<file path="src/rtl/pipe_hazard_sched_pkg.sv">
// Shared types and constants for the pipeline hazard scheduler.
package pipe_pkg;

    typedef logic [1:0] state_t;

    localparam state_t ST_RUN      = 2'd0;
    localparam state_t ST_MEM_WAIT = 2'd1;
    localparam state_t ST_ERROR    = 2'd2;

    // Bit positions inside the per-stage Op field.
    localparam int unsigned OP_REGWRITE = 2;
    localparam int unsigned OP_MEMREAD  = 1;
    localparam int unsigned OP_MEMWRITE = 0;
    localparam logic [2:0]  OP_NOP      = 3'b000;

    function automatic logic load_use(
        input logic       ex_valid,
        input logic       ex_memread,
        input logic [4:0] ex_rd,
        input logic [4:0] id_rs1,
        input logic [4:0] id_rs2,
        input logic       id_use_rs2
    );
        return ex_valid && ex_memread && (ex_rd != 5'd0) &&
               ((ex_rd == id_rs1) || (id_use_rs2 && (ex_rd == id_rs2)));
    endfunction

endpackage

</file>
<file path="src/rtl/pipe_hazard_sched_if.sv">
// Bundle between the pipeline datapath (master) and the hazard scheduler (slave).
interface pipe_hazard_sched_if #(
    parameter int unsigned CNT_W = 16
) ();
    logic [4:0]       id_rs1_i;
    logic [4:0]       id_rs2_i;
    logic             id_use_rs2_i;
    logic             id_branch_taken_i;
    logic [4:0]       ex_rd_i;
    logic             ex_memread_i;
    logic             ex_valid_i;
    logic             mem_req_i;
    logic             dmem_ack_i;
    logic             dmem_req_o;
    logic             pc_we_o;
    logic             ifid_we_o;
    logic             exmem_we_o;
    logic             ifid_flush_o;
    logic             idex_bubble_o;
    logic             memwb_bubble_o;
    logic [CNT_W-1:0] stall_cnt_o;
    logic [CNT_W-1:0] flush_cnt_o;
    logic             timeout_o;

    modport master (
        output id_rs1_i, id_rs2_i, id_use_rs2_i, id_branch_taken_i,
        output ex_rd_i, ex_memread_i, ex_valid_i, mem_req_i, dmem_ack_i,
        input  dmem_req_o, pc_we_o, ifid_we_o, exmem_we_o, ifid_flush_o,
        input  idex_bubble_o, memwb_bubble_o, stall_cnt_o, flush_cnt_o, timeout_o
    );

    modport slave (
        input  id_rs1_i, id_rs2_i, id_use_rs2_i, id_branch_taken_i,
        input  ex_rd_i, ex_memread_i, ex_valid_i, mem_req_i, dmem_ack_i,
        output dmem_req_o, pc_we_o, ifid_we_o, exmem_we_o, ifid_flush_o,
        output idex_bubble_o, memwb_bubble_o, stall_cnt_o, flush_cnt_o, timeout_o
    );
endinterface

</file>
<file path="src/rtl/pipe_hazard_sched_sat_counter.sv">
// Saturating up-counter with synchronous active-high clear.
module sat_counter #(
    parameter int unsigned W = 16
) (
    input  logic         clk_i,
    input  logic         rst_i,
    input  logic         inc_i,
    output logic [W-1:0] cnt_o
);
    logic [W-1:0] cnt_q;

    always_ff @(posedge clk_i) begin
        if (rst_i) begin
            cnt_q <= '0;
        end else if (inc_i && (cnt_q != '1)) begin
            cnt_q <= cnt_q + 1'b1;
        end
    end

    assign cnt_o = cnt_q;
endmodule

</file>
<file path="src/rtl/pipe_hazard_sched.sv">
// Per-cycle capture/hold/bubble control for the 5-stage pipeline buffers,
// plus data-memory handshake sequencing and stall/flush performance counters.
module pipe_hazard_sched
    import pipe_pkg::*;
#(
    parameter int unsigned MEM_TIMEOUT = 255,
    parameter int unsigned CNT_W       = 16
) (
    input logic                clk_i,
    input logic                rst_i,
    pipe_hazard_sched_if.slave bus
);
    localparam int unsigned WAIT_W = $clog2(MEM_TIMEOUT + 1);

    state_t            state_q, state_d;
    logic [WAIT_W-1:0] wait_q, wait_d;
    logic              lu, mf, in_wait;
    logic              pc_we, ifid_we, exmem_we, ifid_flush;
    logic              idex_bubble, memwb_bubble, dmem_req;
    logic              stall_inc, flush_inc;

    assign lu = load_use(bus.ex_valid_i, bus.ex_memread_i, bus.ex_rd_i,
                         bus.id_rs1_i, bus.id_rs2_i, bus.id_use_rs2_i);

    always_comb begin
        pc_we        = 1'b0;
        ifid_we      = 1'b0;
        exmem_we     = 1'b0;
        ifid_flush   = 1'b0;
        idex_bubble  = 1'b1;
        memwb_bubble = 1'b1;
        dmem_req     = 1'b0;
        stall_inc    = 1'b0;
        flush_inc    = 1'b0;
        state_d      = state_q;
        wait_d       = wait_q;
        in_wait      = (state_q == ST_MEM_WAIT);
        mf           = 1'b0;

        // Reset and ERROR both fall through to the safe defaults above.
        if (!rst_i && (state_q == ST_RUN || state_q == ST_MEM_WAIT)) begin
            dmem_req = in_wait | bus.mem_req_i;
            mf       = in_wait ? !bus.dmem_ack_i : (bus.mem_req_i && !bus.dmem_ack_i);

            if (mf) begin
                idex_bubble  = 1'b0;
                memwb_bubble = 1'b1;
                stall_inc    = 1'b1;
            end else if (lu) begin
                exmem_we     = 1'b1;
                memwb_bubble = 1'b0;
                stall_inc    = 1'b1;
            end else begin
                pc_we        = 1'b1;
                ifid_we      = 1'b1;
                exmem_we     = 1'b1;
                idex_bubble  = 1'b0;
                memwb_bubble = 1'b0;
                ifid_flush   = bus.id_branch_taken_i;
                flush_inc    = bus.id_branch_taken_i;
            end

            if (in_wait) begin
                if (bus.dmem_ack_i) begin
                    state_d = ST_RUN;
                end else begin
                    wait_d = wait_q + 1'b1;
                    if (wait_d >= WAIT_W'(MEM_TIMEOUT)) begin
                        state_d = ST_ERROR;
                    end
                end
            end else if (mf) begin
                state_d = ST_MEM_WAIT;
                wait_d  = '0;
            end
        end
    end

    always_ff @(posedge clk_i) begin
        if (rst_i) begin
            state_q <= ST_RUN;
            wait_q  <= '0;
        end else begin
            state_q <= state_d;
            wait_q  <= wait_d;
        end
    end

    sat_counter #(.W(CNT_W)) u_stall_cnt (
        .clk_i (clk_i),
        .rst_i (rst_i),
        .inc_i (stall_inc),
        .cnt_o (bus.stall_cnt_o)
    );

    sat_counter #(.W(CNT_W)) u_flush_cnt (
        .clk_i (clk_i),
        .rst_i (rst_i),
        .inc_i (flush_inc),
        .cnt_o (bus.flush_cnt_o)
    );

    assign bus.pc_we_o        = pc_we;
    assign bus.ifid_we_o      = ifid_we;
    assign bus.exmem_we_o     = exmem_we;
    assign bus.ifid_flush_o   = ifid_flush;
    assign bus.idex_bubble_o  = idex_bubble;
    assign bus.memwb_bubble_o = memwb_bubble;
    assign bus.dmem_req_o     = dmem_req;
    assign bus.timeout_o      = (state_q == ST_ERROR);
endmodule

</file>
<file path="src/flat_wrapper.sv">
// flat-port wrapper written by rule: the top's interface ports become plain ports
module pipe_hazard_sched_flat import pipe_pkg::*;
#(
    parameter int unsigned MEM_TIMEOUT = 255,
    parameter int unsigned CNT_W       = 16
)
  (clk_i, rst_i, bus_id_rs1_i, bus_id_rs2_i, bus_id_use_rs2_i, bus_id_branch_taken_i, bus_ex_rd_i, bus_ex_memread_i, bus_ex_valid_i, bus_mem_req_i, bus_dmem_ack_i, bus_dmem_req_o, bus_pc_we_o, bus_ifid_we_o, bus_exmem_we_o, bus_ifid_flush_o, bus_idex_bubble_o, bus_memwb_bubble_o, bus_stall_cnt_o, bus_flush_cnt_o, bus_timeout_o);
  pipe_hazard_sched_if #(.CNT_W(CNT_W)) bus_i ();
  input logic clk_i;
  input logic rst_i;
  input wire logic [$bits(bus_i.id_rs1_i)-1:0] bus_id_rs1_i;
  input wire logic [$bits(bus_i.id_rs2_i)-1:0] bus_id_rs2_i;
  input wire logic [$bits(bus_i.id_use_rs2_i)-1:0] bus_id_use_rs2_i;
  input wire logic [$bits(bus_i.id_branch_taken_i)-1:0] bus_id_branch_taken_i;
  input wire logic [$bits(bus_i.ex_rd_i)-1:0] bus_ex_rd_i;
  input wire logic [$bits(bus_i.ex_memread_i)-1:0] bus_ex_memread_i;
  input wire logic [$bits(bus_i.ex_valid_i)-1:0] bus_ex_valid_i;
  input wire logic [$bits(bus_i.mem_req_i)-1:0] bus_mem_req_i;
  input wire logic [$bits(bus_i.dmem_ack_i)-1:0] bus_dmem_ack_i;
  output wire logic [$bits(bus_i.dmem_req_o)-1:0] bus_dmem_req_o;
  output wire logic [$bits(bus_i.pc_we_o)-1:0] bus_pc_we_o;
  output wire logic [$bits(bus_i.ifid_we_o)-1:0] bus_ifid_we_o;
  output wire logic [$bits(bus_i.exmem_we_o)-1:0] bus_exmem_we_o;
  output wire logic [$bits(bus_i.ifid_flush_o)-1:0] bus_ifid_flush_o;
  output wire logic [$bits(bus_i.idex_bubble_o)-1:0] bus_idex_bubble_o;
  output wire logic [$bits(bus_i.memwb_bubble_o)-1:0] bus_memwb_bubble_o;
  output wire logic [$bits(bus_i.stall_cnt_o)-1:0] bus_stall_cnt_o;
  output wire logic [$bits(bus_i.flush_cnt_o)-1:0] bus_flush_cnt_o;
  output wire logic [$bits(bus_i.timeout_o)-1:0] bus_timeout_o;
  assign bus_i.id_rs1_i = bus_id_rs1_i;
  assign bus_i.id_rs2_i = bus_id_rs2_i;
  assign bus_i.id_use_rs2_i = bus_id_use_rs2_i;
  assign bus_i.id_branch_taken_i = bus_id_branch_taken_i;
  assign bus_i.ex_rd_i = bus_ex_rd_i;
  assign bus_i.ex_memread_i = bus_ex_memread_i;
  assign bus_i.ex_valid_i = bus_ex_valid_i;
  assign bus_i.mem_req_i = bus_mem_req_i;
  assign bus_i.dmem_ack_i = bus_dmem_ack_i;
  assign bus_dmem_req_o = bus_i.dmem_req_o;
  assign bus_pc_we_o = bus_i.pc_we_o;
  assign bus_ifid_we_o = bus_i.ifid_we_o;
  assign bus_exmem_we_o = bus_i.exmem_we_o;
  assign bus_ifid_flush_o = bus_i.ifid_flush_o;
  assign bus_idex_bubble_o = bus_i.idex_bubble_o;
  assign bus_memwb_bubble_o = bus_i.memwb_bubble_o;
  assign bus_stall_cnt_o = bus_i.stall_cnt_o;
  assign bus_flush_cnt_o = bus_i.flush_cnt_o;
  assign bus_timeout_o = bus_i.timeout_o;
  pipe_hazard_sched #(.MEM_TIMEOUT(MEM_TIMEOUT), .CNT_W(CNT_W)) u_core (.clk_i(clk_i), .rst_i(rst_i), .bus(bus_i));
endmodule
</file>
<file path="config.mk">
export PLATFORM = sky130hd
export DESIGN_NAME = pipe_hazard_sched_flat
export DESIGN_NICKNAME = d
export VERILOG_FILES = /design/src/rtl/pipe_hazard_sched_pkg.sv /design/src/rtl/pipe_hazard_sched_if.sv /design/src/rtl/pipe_hazard_sched_sat_counter.sv /design/src/rtl/pipe_hazard_sched.sv /design/src/flat_wrapper.sv
export SDC_FILE = /design/constraint.sdc
export NUM_CORES = 1
export LEC_CHECK = 0
export BUFFER_PORTS_ARGS = -buffer_cell sky130_fd_sc_hd__buf_2
export CAP_MARGIN = 15
export CORE_ASPECT_RATIO = 1.2
export CORE_UTILIZATION = 57
export DETAILED_ROUTE_END_ITERATION = 12
export MAX_ROUTING_LAYER = met4
export PLACE_DENSITY = 0.86
export REMOVE_ABC_BUFFERS = 1
export SLEW_MARGIN = 5
export SYNTH_ARGS = -nofsm -noshare
export SYNTH_HDL_FRONTEND = slang
export SYNTH_SLANG_ARGS = --single-unit
</file>
<file path="constraint.sdc">
create_clock -name clk_i -period 5 [get_ports clk_i]
set_input_delay 0.5 -clock clk_i [delete_from_list [all_inputs] [get_ports clk_i]]
set_output_delay 0.5 -clock clk_i [all_outputs]
set_load 0.02 [all_outputs]
</file>
==> results of run 1 <==
[worst max-delay path: stages]
cell	delay, ns
buf_2	0.12
or4_4	0.54
o211a_1	0.31
a21oi_1	0.23
buf_2	0.20
[path summary, 6_finish.rpt]
check	from	to	slack, ns	cells past startpoint
worst max-delay path	bus_ex_rd_i[0]	bus_ifid_we_o	2.60	5
worst min-delay path	u_core.wait_q[7]	u_core.wait_q[7]	0.51	1
worst min register to register	u_core.wait_q[7]	u_core.wait_q[7]	0.51	1
worst max register to register	u_core.u_stall_cnt.cnt_o[0]	u_core.u_stall_cnt.cnt_o[1]	2.74	7
[per-layer routing]
metal / track usage / wire length (um) / vias to the layer above
li1: - / - / 1210
met1: 0.319 / 2410 / 1156
met2: 0.497 / 2940 / 59
met3: 0.0642 / 237 / 5
met4: 0.106 / 57 / 0
met5: - / 0 / -
[sequential cells by signal, summed over array words and instances (netlist names)]
register                  flops
u_core.u_stall_cnt.cnt_o     16
u_core.wait_q                 8
u_core.state_q                2
u_core.u_flush_cnt.cnt_o     16
[area by class of cell]
class / count / area (um2)
fillers: 347 / 1170
repair buffers: 63 / 318
clock inverters: 3 / 21.3
clock buffers: 5 / 68.8
flip-flops and latches: 42 / 841
multi-input cells: 235 / 1430
well taps: 54 / 67.6
inverters: 5 / 18.8
[cell usage in the layout, fill, tap and decap left out, types with 2 or more instances in the layout]
cell type | Yosys | layout
xnor2_1 | 13 | 13
o211ai_2 | 2 | 2
a22oi_1 | 2 | 2
o21ai_0 | 13 | 13
o21ai_1 | 8 | 8
nand4_1 | 9 | 9
o31ai_1 | 10 | 10
inv_1 | 5 | 5
dfxtp_1 | 42 | 42
nand2_1 | 24 | 24
buf_2 | 1 | 62
a31oi_1 | 3 | 3
or4_1 | 5 | 5
mux2i_1 | 3 | 3
nor2_1 | 23 | 23
and2_1 | 3 | 3
nor2b_1 | 6 | 6
and3_1 | 5 | 5
nor3_1 | 6 | 6
ha_1 | 4 | 4
clkbuf_8 | 0 | 5
xor2_1 | 4 | 4
nand3_1 | 22 | 22
or3_1 | 16 | 16
and4_1 | 2 | 2
nor4_1 | 3 | 3
a21oi_1 | 29 | 29
or4_4 | 2 | 2
o211a_1 | 2 | 2
a211oi_1 | 3 | 3
[where the power goes]
group          total, uW  switching, uW  internal [uW]
Clock                224            125           98.1
Sequential           340           3.69            337
Combinational       71.1           44.3           26.8
[through the flow]
stage	std cells	util	worst slack [ns]
final	407	0.702	2.60
after floorplan	282	-	2.53
after CTS	407	0.702	2.61
after detailed placement	399	0.679	2.34
after global routing	407	0.702	2.48
after global placement	399	0.679	2.43
[cells by family (layout without fill, tap and decap cells)]
| family | after synthesis | count (layout) |
|---|---|---|
| AO/OA/AOI/OAI | 80 | 80 |
| XOR/XNOR | 17 | 17 |
| adder cells (fa/ha/maj) | 4 | 4 |
| buffers and inverters | 18 | 76 |
| flip-flops | 42 | 42 |
| multiplexers | 4 | 4 |
| AND/OR/NAND/NOR | 130 | 130 |
==> reports/qor.yml, run 1 <==
outcome:
  status: "finished clean"
synth:
  yosysTopAreaCell: "dfxtp_1"
  async_flop_share: 0
  yosys_warnings: 0
  synthCells: 295
  syn_avg_cell_area_um2: 8.00
  synthXorXnorAreaFrac: 0.0631
  synth_area_leaders: "dfxtp_1 36%, a21oi_1 6.1%, xnor2_1 4.8%"
  synth_commonest_cells: "42 x dfxtp_1, 29 x a21oi_1, 24 x nand2_1, 23 x nor2_1, 22 x nand3_1"
  syn_area_um2: 2360
  post_synth_and_or_nand_nor_area_fraction: 0.290
  synth_edf_count: 0
  synth.distinct_cells: 46
  synth_fa_ha_area_frac: 0.0212
  synth.most_common_cell: "dfxtp_1"
  synth.area.mux_share: 0.0175
  synth.top_cell.area_share: 0.356
  synth_top_family_by_area: "simple AND/OR/NAND/NOR gates"
  synth_compound_area_frac: 0.215
  ys.flop_type: "dfxtp_1"
  seq_area_frac_synth: 0.356
  synth-seq-cells: 42
drt:
  routed_wl_um: 5640
  drtIter0Drc: 156
  via_per_inst: 5.97
  drcViolationCount: 0
  routedWlPerCell_um: 13.9
  firstDrtPassIters: 4
  via_count: 2430
  ant_nets: 0
floorplanning:
  io_pins: 63
  die_height_um: 72.5
  die_w_um: 60.8
  core.rowCount: 25
  core_area_um2: 3940
  dieArea_um2: 4400
  start_util: 0.599
clocking:
  numCtsBuffers: 5
  cts_sinks: 42
  clk_pin_slew_ns: 0.08
  ctsResizeCount: 0
  hold_buffers: 0
  clock_latency_ns: 0.30
  cts_root_buffer: "clkbuf_8"
  ctsHtreeMaxLevel: 2
  cts_tree: "done"
  cts_buffer_depth: 2
  cts_setup_buffers: 0
placed_design:
  place_area_um2: 2680
  io_buffers: 62
  hpwl_um: 4080
  place_congestion: 0.873
power_and_ir_drop:
  total_power_uw: 635
  leakagePower_uw: 0.00106
  power_density_nw_per_um2: 229
  ir_drop_mv: 0.214
cells_and_area:
  syn_to_final_growth_pct: 17.2
  drive_above_1_share: 0.227
  final_nets: 379
  fin_area_um2: 2770
  antenna_cells: 0
grt:
  grt_pass1_vias: 2285
  gr-usage-all-layers: 0.289
  grt_pass1_wl_um: 9490
  grt_max_degree: 50
  antenna_found_initial: 0
  overflow: 0
sta:
  skew_ns: 0.00770
  slew_viol_final: 0
  post-route-period-util: 0.481
  period_needed_ns: 2.40
  tightestPinTransition_ns: 0.842
  rsz0062_at_grt: "no"
  setup_viol: 0
  hold_ws_ns: 0.508
  setup_tns_ns: 0
  maxSlewHeadroom: 0.439
  fmaxAchievable_mhz: 416
  timing_hold_violations_final: 0
critical_path:
  required_ns: 4.50
  cp-start-kind: "primary input"
  endpoint_kind: "output pin"
  arrival_ns: 1.90
  critPathKind: "primary input to output pin"
  worstPathMaxFanout: 7
job:
  drv_cap: 0
worst_hold_path:
  holdCritPathClass: "flop to flop"
Note: power is estimated with default switching activity, not from simulation.
==> inputs of run 2 (changes only) <==
--- a/config.mk
+++ b/config.mk
@@ -8,10 +8,10 @@
 export BUFFER_PORTS_ARGS = -buffer_cell sky130_fd_sc_hd__buf_2
 export CAP_MARGIN = 15
 export CORE_ASPECT_RATIO = 1.2
-export CORE_UTILIZATION = 57
+export CORE_UTILIZATION = 47
 export DETAILED_ROUTE_END_ITERATION = 12
 export MAX_ROUTING_LAYER = met4
-export PLACE_DENSITY = 0.86
+export PLACE_DENSITY = 0.75
 export REMOVE_ABC_BUFFERS = 1
 export SLEW_MARGIN = 5
 export SYNTH_ARGS = -nofsm -noshare
==> constraint.sdc (replaced) <==
create_clock -name clk_i -period 2.2 [get_ports clk_i]
set_input_delay 0.22 -clock clk_i [delete_from_list [all_inputs] [get_ports clk_i]]
set_output_delay 0.22 -clock clk_i [all_outputs]
set_load 0.02 [all_outputs]
==> reports/qor.yml, run 2 (synthesized netlist as in run 1, its figures left out) <==
floorplanning:
  core_area_um2: 4700  # was 3940 um2
  die_w_um: 66.7  # was 60.8 um
  dieArea_um2: 5310  # was 4400 um2
  die_height_um: 79.6  # was 72.5 um
  core.rowCount: 27  # was 25
  io_pins: 63  # unchanged
  start_util: 0.503  # was 0.599
drt:
  ant_nets: 0  # unchanged
  via_count: 2446  # was 2430
  wl_met1_um: 2640  # was 2410 um
  highest_layer: "met4"  # unchanged
  drtIter0Drc: 118  # was 156
  via_per_inst: 5.73  # was 5.97
  drcViolationCount: 0  # unchanged
  routed_wl_um: 5820  # was 5640 um
  routed-wl-met3_um: 208  # was 237 um
  routedWlPerCell_um: 13.6  # was 13.9 um
  firstDrtPassIters: 4  # unchanged
  wl_met2_um: 2910  # was 2940 um
clocking:
  clk_pin_slew_ns: 0.08  # about the same
  cts_tree: "done"  # unchanged
  ctsHtreeMaxLevel: 2  # unchanged
  cts_buffer_depth: 2  # unchanged
  cts_root_buffer: "clkbuf_8"  # unchanged
  hold_buffers: 0  # unchanged
  numCtsBuffers: 5  # unchanged
  clock_latency_ns: 0.30  # about the same
  cts_sinks: 42  # unchanged
grt:
  antenna_found_initial: 0  # unchanged
  grt_max_degree: 29  # was 50
  grt_pass1_vias: 2027  # was 2285
  gr-usage-all-layers: 0.220  # was 0.289
  grt_pass1_wl_um: 8860  # was 9490 um
  overflow: 0  # unchanged
critical_path:
  cp_slowest_stage_delay_ns: 0.51  # was 0.54 ns
  required_ns: 2.43  # was 4.50 ns
  arrival_ns: 2.37  # was 1.90 ns
  r2r_cells: 6  # was 7
  critPathLaunch: "u_core.state_q[0]"  # was bus_ex_rd_i[0]
  cp.depth: 6  # was 5
  endpoint_kind: "flop"  # was output pin
  cp-start-kind: "flop"  # was primary input
  crit_slowest_cell: "or4_1"  # was or4_4
  r2r-start: "u_core.state_q[0]"  # was u_core.u_stall_cnt.cnt_o[0]
  critPathKind: "flop to flop"  # was primary input to output pin
  cp_top_family: "simple AND/OR/NAND/NOR gates"  # unchanged
  timing.rr.end: "u_core.u_stall_cnt.cnt_o[13]"  # was u_core.u_stall_cnt.cnt_o[1]
  worstPathMaxFanout: 14  # was 7
  endpoint: "u_core.u_stall_cnt.cnt_o[13]"  # was bus_ifid_we_o
  r2r_setup_slack_ns: 0.06  # was 2.74 ns
  worst-path-buf-inv: 0  # was 2
  cp_cell_sequence: "nor2_1, or4_4, nor2_2, a21oi_4, or4_1, a21oi_1"  # was buf_2, or4_4, o211a_1, a21oi_1, buf_2
sta:
  skew_ns: 0.00684  # was 0.00770 ns
  setup_viol: 0  # unchanged
  fmaxAchievable_mhz: 467
  setup_slack_ns: 0.0607  # was 2.60 ns
  rsz0062_at_grt: "yes"  # was no
  slew_viol_final: 0  # unchanged
  tightestPinTransition_ns: 0.407  # was 0.842 ns
  period_needed_ns: 2.14
  maxSlewHeadroom: 0.726  # was 0.439
  post-route-period-util: 0.972
  timing_hold_violations_final: 0  # unchanged
power_and_ir_drop:
  leakagePower_uw: 0.00117  # was 0.00106 uW
  power_density_nw_per_um2: 536  # was 229 nW/um2
  ir_drop_mv: 0.434  # was 0.214 mV
cells_and_area:
  drive_above_1_share: 0.268  # was 0.227
  layout_commonest_cell: "buf_2"  # unchanged
  fin_util: 0.631  # was 0.702
  final_cell_mix: "62 x buf_2, 42 x dfxtp_1, 29 x a21oi_1"  # unchanged
  antenna_cells: 0  # unchanged
  syn_to_final_growth_pct: 25.5  # was 17.2%
  final_nets: 396  # was 379
worst_hold_path:
  holdCritPathClass: "primary input to flop"  # was flop to flop
outcome:
  status: "finished clean"  # unchanged
placed_design:
  hpwl_um: 4270  # was 4080 um
  place_congestion: 0.795  # was 0.873
  io_buffers: 62  # unchanged
  pre_cts_ws_ns: -0.0234  # was 2.34 ns
job:
  drv_cap: 0  # unchanged
==> run 2: worst reg2reg max path, delay by kind of cell, from the launching register on <==
kind,cells,cell delay [ns]
AOI/OAI and AO/OA,2,0.28
DFF,1,0.42
and+or+nand+nor,4,1.38
==> run 2: worst min path at each step <==
stage	slack, ns	cells past startpoint	from	to
3_5_place_dp	0.48	1	u_core.wait_q[7]	u_core.wait_q[7]
4_1_cts	0.33	3	rst_i	u_core.wait_q[4]
2_1_floorplan	0.29	1	rst_i	u_core.state_q[1]
3_3_place_gp	0.48	1	u_core.wait_q[7]	u_core.wait_q[7]
6_report	0.36	3	rst_i	u_core.wait_q[4]
5_1_grt	0.37	3	rst_i	u_core.wait_q[5]
==> run 2: routing by layer <==
layer | global-route usage | vias to the layer above
li1 | - | 1240
met1 | 0.269 | 1154
met2 | 0.360 | 47
met3 | 0.0500 | 5
met4 | 0.0638 | 0
met5 | - | -
==> run 2: power breakdown <==
group | internal (uW) | switching [uW] | leakage (uW)
Sequential | 765 | 5.60 | 0.000339
Clock | 363 | 267 | 0.0000573
Combinational | 76.6 | 110 | 0.000779
==> run 2: cell type report <==
type / count / area [um2]
Clock buffer: 6 / 82.6
Timing Repair Buffer: 79 / 438
Sequential cell: 42 / 841
Fill cell: 409 / 1730
Clock inverter: 1 / 30.0
Inverter: 5 / 18.8
Tap cell: 58 / 72.6
Multi-Input combinational cell: 236 / 1480
==> run 2: through the flow <==
step	cell area [um2]	TNS (ns)	hold WS, ns	instances	power (uW)
finish	2960	0	0.358	427	1590
floorplan	2290	0	0.289	282	882
global route	2960	-0.0404	0.369	427	1650
detailed placement	2800	-0.0234	0.476	419	969
CTS	2920	0	0.330	426	1590
global placement	2800	0	0.482	419	966
==> run 2: what timing repair did <==
action	4_1_cts	5_1_grt
resized for setup	1	5
pin swaps	1	0
setup buffers	0	0
endpoints found under the setup margin	1	8
cloned	0	1
